<file path="src/rtl/random_tile_spawner.sv">
// Post-move tile spawner for the 2048 board: from a pseudo-random start cell it scans
// with wrap-around for the first empty cell and places a "2" or "4" tile there.
module random_tile_spawner #(
   parameter logic [15:0] LFSR_SEED = 16'hACE1,
   parameter logic [3:0]  TILE_LOW  = 4'd1,
   parameter logic [3:0]  TILE_HIGH = 4'd2,
   parameter int          HIGH_BITS = 3
) (
   input  logic        clock,
   input  logic        reset,
   input  logic        start,
   input  logic [63:0] board_in,
   input  logic        force_en,
   input  logic [3:0]  force_idx,
   input  logic        force_high,
   output logic [63:0] board_out,
   output logic        busy,
   output logic        done,
   output logic        full,
   output logic [3:0]  rand_out
);

   // An all-zero seed would lock the LFSR, so it is replaced by 1.
   localparam logic [15:0] SEED_EFF = (LFSR_SEED == 16'h0000) ? 16'h0001 : LFSR_SEED;

   typedef enum logic {IDLE, SCAN} state_t;

   state_t      state, state_nxt;
   logic [15:0] lfsr;
   logic [63:0] board_reg, board_reg_nxt;
   logic [63:0] board_out_nxt;
   logic [3:0]  idx, idx_nxt;
   logic [3:0]  cnt, cnt_nxt;
   logic        high, high_nxt;
   logic        busy_nxt, done_nxt, full_nxt;
   logic [3:0]  cur_cell;
   logic        high_draw;

   function automatic logic [3:0] get_cell(input logic [63:0] b, input logic [3:0] k);
      return b[{k, 2'b00} +: 4];
   endfunction

   function automatic logic [63:0] set_cell(input logic [63:0] b, input logic [3:0] k,
                                            input logic [3:0] v);
      logic [63:0] r;
      r = b;
      r[{k, 2'b00} +: 4] = v;
      return r;
   endfunction

   assign rand_out  = lfsr[3:0];
   assign cur_cell  = get_cell(board_reg, idx);
   assign high_draw = &lfsr[HIGH_BITS+3:4];

   // Free-running x^16+x^14+x^13+x^11+1 Fibonacci LFSR, independent of the FSM.
   always_ff @(posedge clock) begin
      if (reset) begin
         lfsr <= SEED_EFF;
      end else begin
         lfsr <= {lfsr[14:0], lfsr[15] ^ lfsr[13] ^ lfsr[12] ^ lfsr[10]};
      end
   end

   always_ff @(posedge clock) begin
      if (reset) begin
         state     <= IDLE;
         board_out <= 64'd0;
         busy      <= 1'b0;
         done      <= 1'b0;
         full      <= 1'b0;
      end else begin
         state     <= state_nxt;
         board_out <= board_out_nxt;
         busy      <= busy_nxt;
         done      <= done_nxt;
         full      <= full_nxt;
      end
   end

   // Scan context is only meaningful inside SCAN, so it carries no reset.
   always_ff @(posedge clock) begin
      board_reg <= board_reg_nxt;
      idx       <= idx_nxt;
      cnt       <= cnt_nxt;
      high      <= high_nxt;
   end

   always_comb begin
      state_nxt     = state;
      board_reg_nxt = board_reg;
      idx_nxt       = idx;
      cnt_nxt       = cnt;
      high_nxt      = high;
      board_out_nxt = board_out;
      busy_nxt      = busy;
      done_nxt      = 1'b0;
      full_nxt      = 1'b0;
      case (state)
         IDLE: begin
            if (start) begin
               board_reg_nxt = board_in;
               idx_nxt       = force_en ? force_idx : lfsr[3:0];
               high_nxt      = force_en ? force_high : high_draw;
               cnt_nxt       = 4'd0;
               busy_nxt      = 1'b1;
               state_nxt     = SCAN;
            end
         end
         SCAN: begin
            if (cur_cell == 4'd0) begin
               board_out_nxt = set_cell(board_reg, idx, high ? TILE_HIGH : TILE_LOW);
               done_nxt      = 1'b1;
               busy_nxt      = 1'b0;
               state_nxt     = IDLE;
            end else if (cnt == 4'd15) begin
               board_out_nxt = board_reg;
               done_nxt      = 1'b1;
               full_nxt      = 1'b1;
               busy_nxt      = 1'b0;
               state_nxt     = IDLE;
            end else begin
               // 4-bit index wraps 15 -> 0 naturally.
               idx_nxt = idx + 4'd1;
               cnt_nxt = cnt + 4'd1;
            end
         end
         default: begin
            state_nxt = IDLE;
            busy_nxt  = 1'b0;
         end
      endcase
   end

endmodule
</file>
<file path="config.mk">
export PLATFORM = sky130hd
export DESIGN_NAME = random_tile_spawner
export DESIGN_NICKNAME = d
export VERILOG_FILES = /design/src/rtl/random_tile_spawner.sv
export SDC_FILE = /design/constraint.sdc
export NUM_CORES = 1
export LEC_CHECK = 0
export ABC_CLOCK_PERIOD_IN_PS = 4600
export CORE_MARGIN = 1
export CORE_UTILIZATION = 25
export DETAILED_ROUTE_END_ITERATION = 16
export MAX_ROUTING_LAYER = met4
export PLACE_DENSITY = 0.5
export SETUP_SLACK_MARGIN = 0.5
export SLEW_MARGIN = 15
export SYNTH_ARGS = -nofsm -noshare
export SYNTH_HDL_FRONTEND = slang
export SYNTH_SLANG_ARGS = --single-unit
</file>
<file path="constraint.sdc">
create_clock -name clock -period 4.6 [get_ports clock]
set_input_delay 0.46 -clock clock [delete_from_list [all_inputs] [get_ports clock]]
set_output_delay 0.46 -clock clock [all_outputs]
set_load 0.02 [all_outputs]
</file>
; ---- After elaboration in Yosys (flattened, before gate mapping)
; Cells that the tools add are included.
[totals]
ff_bits = 157
wordCells = 58
out_inout_bits = 71
input_bits = 73
[op_classes]
eq_ne = 5
n_reduce_logical = 9
n_bitwise = 4
shifts = 3
n_addsub = 3
n_mux = 24
[op_table]
columns = cell, count
row1 = $mux 64, 2
row2 = $bwmux 64, 1
row3 = $shift 4x8->64 const A, 1
row4 = $shiftx 4x8->64, 1
row5 = $shiftx 64x7->4, 1
row6 = $mux 4, 7
row7 = $pmux 4 s2, 2
row8 = $mux 1, 9
row9 = $add 4x1->4 const B, 2
row10 = $neg 6->8, 1
row11 = $ne 2x2->1 const B, 3
row12 = $reduce_and 2->1, 3
row13 = $reduce_and 3->1, 2
row14 = $eq 4x4->1 const B, 1
row15 = $logic_not 4->1, 1
row16 = $pmux 1 s2, 2
row17 = $ne 3x1->1 const B, 1
row18 = $reduce_or 3->1, 1
row19 = $xor 1x1->1, 3
row20 = $mux 2, 1
row21 = $reduce_bool 2->1, 1
row22 = $reduce_or 2->1, 1
row23 = $not 1->1, 1

; ---- Longest topological paths before layout
[logic_depth]
ltp_word = 4
ltp_mapped = 11
ltp_nobuf = 8

; ---- Least setup slack after synthesis
; Ideal clock, no wire load.
[synth_timing]
path_type = input port to flip-flop
from = input start
to = register cnt[0], enable pin
setup_ps = 321
t_required_ps = 4279
arrival_ps = 3877
path_stages = 2
path_slack_ps = 402
n_path_buf = 0
path_cell_list = nor2b_1 -> a31o_2
[synth_via]
elab_chain_len = 2
[synth_rtl]
columns = item, line
row1 = from (decl), 11  ; input logic start,
row2 = $ne 2x2->1 (no line), --
row3 = $reduce_and 3->1 (no line), --
row4 = to (signal assigned), 84  ; cnt <= cnt_nxt;
row5 = to (decl), 33  ; logic [3:0] cnt, cnt_nxt;
; No other way between the ends.
; A chain may end at the register's enable or synchronous reset.

; ---- Worst setup path in the final report
[layout_timing]
from = register idx[0]
to = register board_out[53]
[layout_via]
elab_chain_len = 4
elab_cells_between_ends = 9
cone_classes = 1 x add/sub / 3 x shift / 2 x mux / 3 x reduce/logical
[layout_rtl]
columns = item, line
row1 = from (decl), 32  ; logic [3:0] idx, idx_nxt;
row2 = from (signal assigned), 83  ; idx <= idx_nxt;
row3 = $shiftx 64x7->4 or $neg 6->8 (tied branches), "40, 47"
row4 = "$logic_not 4->1, or another cell as far along", 110  ; if (cur_cell == 4'd0) begin
row5 = $reduce_bool 2->1 (no line) or $bwmux 64 (tied branches), --
row6 = $reduce_and 2->1 (no line) or $mux 64 (tied branches), --
row7 = to (signal assigned), 73  ; board_out <= board_out_nxt;
row8 = to (decl), 16  ; output logic [63:0] board_out,
; Parallel ways exist; a longest one is shown, timed or not.

==> flow_summary.json <==
{
  "syn_area_um2": 6000,
  "end_kind": "register",
  "cts_max_path_buffers": 2,
  "skew_ns": 0.0100,
  "powerDensity_nw_per_um2": 437,
  "layout_commonest_cell": "clkdlybuf4s50_1",
  "finalNonFillerCells": 941,
  "r2r_slack_ns": 1.15,
  "synth_edf_count": 73,
  "slew_viol_final": 0,
  "path_max_fanout": 27,
  "hp-class": "register to register",
  "critPathLaunchType": "register",
  "grt_use_total": 0.150,
  "fin_crit_ns": 3.45,
  "die_area_um2": 24600,
  "async_reset_ff_frac": 0,
  "path_class": "register to register",
  "cts.sinks": 157,
  "min_from": "lfsr[9]",
  "cts_made_buffers": 17,
  "grt_max_degree": 40,
  "htreeDepth": 4,
  "crit_arrival_ns": 3.76,
  "ys_ff_latch": 157,
  "antennaDiodeCount": 0,
  "cts-hold-fix-buffers": 0,
  "tightest_slew_ns": 1.24,
  "yosysSeqAreaShare": 0.646,
  "avgSynthCellArea_um2": 12.8,
  "cts_resized": 0,
  "core-area_um2": 23500,
  "dpl.cell_count": 909,
  "cp.required_ns": 4.91,
  "cts-root-buf": "clkbuf_16",
  "routedWlPerCell_um": 18.5,
  "ys_warn_count": 0,
  "status": "finished, final reports clean",
  "reg2regPathDepth": 8,
  "drive_gt1_frac": 0.0884,
  "overflow": 0,
  "first_pass_iters": 4,
  "timing.rr.start": "idx[0]",
  "p_leak_nw": 2.90,
  "antenna_found_initial": 0,
  "clk-insertion-delay-late_ns": 0.42,
  "fin_setup_tns_ns": 0,
  "setup_viol": 0,
  "path_clk_slew_ns": 0.06,
  "grt_pass1_wl_um": 26400,
  "die_x_um": 157,
  "r2r_end": "board_out[53]",
  "min_to": "lfsr[10]",
  "ant_nets": 0,
  "die_h_um": 157,
  "grt_pass1_vias": 4609,
  "fmax_mhz": 290,
  "drv_cap": 0,
  "areaGrowthSynthToFinish_pct": 38.7,
  "wirelength_um": 17400,
  "dpl.hpwl_um": 12900,
  "place_congestion": 0.818,
  "relSlewSlack": 0.161,
  "vias_per_cell": 4.72,
  "io_pins": 144,
  "synthesis.instances": 470,
  "syn-num-nets": 549,
  "drc": 0,
  "start_util": 0.256,
  "holdPathStages": 1,
  "period_share": 0.750,
  "drt_iter0_drc": 237,
  "synth_top_flop_cell": "dfxtp_1",
  "rows": 56,
  "cts_setup_buffers": 0,
  "rsz0062_at_grt": "false",
  "peakVddDrop_mv": 0.188,
  "nets": 688,
  "vias": 4443,
  "port_buffers": 143,
  "hold_viol": 0,
  "ys_types": 56,
  "final_cell_mix": "clkdlybuf4s50_1, dfxtp_1, edfxtp_1",
  "cts_tree": "built",
  "critPathLaunch": "idx[0]"
}
[synth_stat cells, drive strengths merged (3+ instances only)]
master,instances,area share
dfxtp,84,0.28
edfxtp,73,0.37
nor2,38,0.024
a22o,28,0.041
nand2,28,0.018
a221o,18,0.030
nor4,16,0.017
buf,15,0.017
and3,13,0.014
nor2b,13,0.014
clkbuf,12,0.0075
mux2i,12,0.020
nand3,10,0.0092
a31oi,9,0.013
or2,8,0.0083
o21ai,7,0.0058
o2bb2ai,7,0.010
ha,6,0.013
inv,6,0.0038
xnor2,6,0.0088
a21oi,5,0.0060
xor2,5,0.0073
a211o,4,0.0058
a32o,4,0.0067
nor3,4,0.0042
o211ai,4,0.0058
or4,4,0.0050
a211oi,3,0.0038
and2,3,0.0031
nand4b,3,0.0044
[metal layers]
layer	track usage	share of wire	vias up
li1	-	-	2079
met1	0.184	0.44	2181
met2	0.236	0.48	164
met3	0.0441	0.067	19
met4	0.0504	0.015	0
met5	-	0	-
[how the worst max path moves through the flow]
stage	to	slack (ns)	depth (start not counted)
2_1_floorplan	cnt[0]	1.68	2
3_3_place_gp	board_out[61]	1.28	8
3_5_place_dp	board_out[53]	1.18	8
4_1_cts	board_out[53]	1.17	8
5_1_grt	board_out[60]	0.87	8
6_report	board_out[53]	1.15	8
[power by group]
group	switching (mW)	leakage, nW	internal, mW
combinational	0.308	1.24	0.230
sequential	0.0994	1.39	1.58
clock	0.552	0.277	0.865
total	0.960	2.90	2.67
[critical path: stages, from the launching register on]
cell	delay, ns
edfxtp_1	0.91
or4bb_1	0.23
o22ai_1	0.07
a41o_1	0.26
nor3_2	0.27
a21o_1	0.78
inv_2	0.28
and3_1	0.25
a211o_1	0.26
[cell families after synthesis]
| kind of cell | after synthesis | share of synthesized area |
|---|---|---|
| compound gates | 103 | 0.147 |
| xor+xnor | 11 | 0.0161 |
| buf+inv | 33 | 0.0281 |
| simple gates | 148 | 0.130 |
| mux | 12 | 0.0200 |
| fa+ha+maj | 6 | 0.0125 |
| flops | 157 | 0.646 |
[per-stage QoR]
stage	hold WS (ns)	power, mW	setup WS [ns]	cell area [um2]	util
2_1_floorplan	0.389	1.99	1.68	6000	-
3_3_place_gp	0.393	2.24	1.28	7730	0.329
3_5_place_dp	0.400	2.25	1.18	7730	0.329
4_1_cts	0.415	3.67	1.17	8320	0.354
5_1_grt	0.418	3.79	0.867	8320	0.354
6_report	0.410	3.63	1.15	8320	0.354
[cell type report]
type | count | area [um2]
clock buffer | 21 | 450
clock inverter | 11 | 143
fill | 2297 | 15200
inverter | 6 | 22.5
multi-input combinational | 280 | 1970
sequential | 157 | 3870
tap | 319 | 399
timing repair buffer | 147 | 1460
Note: power is estimated with default switching activity, not from simulation.
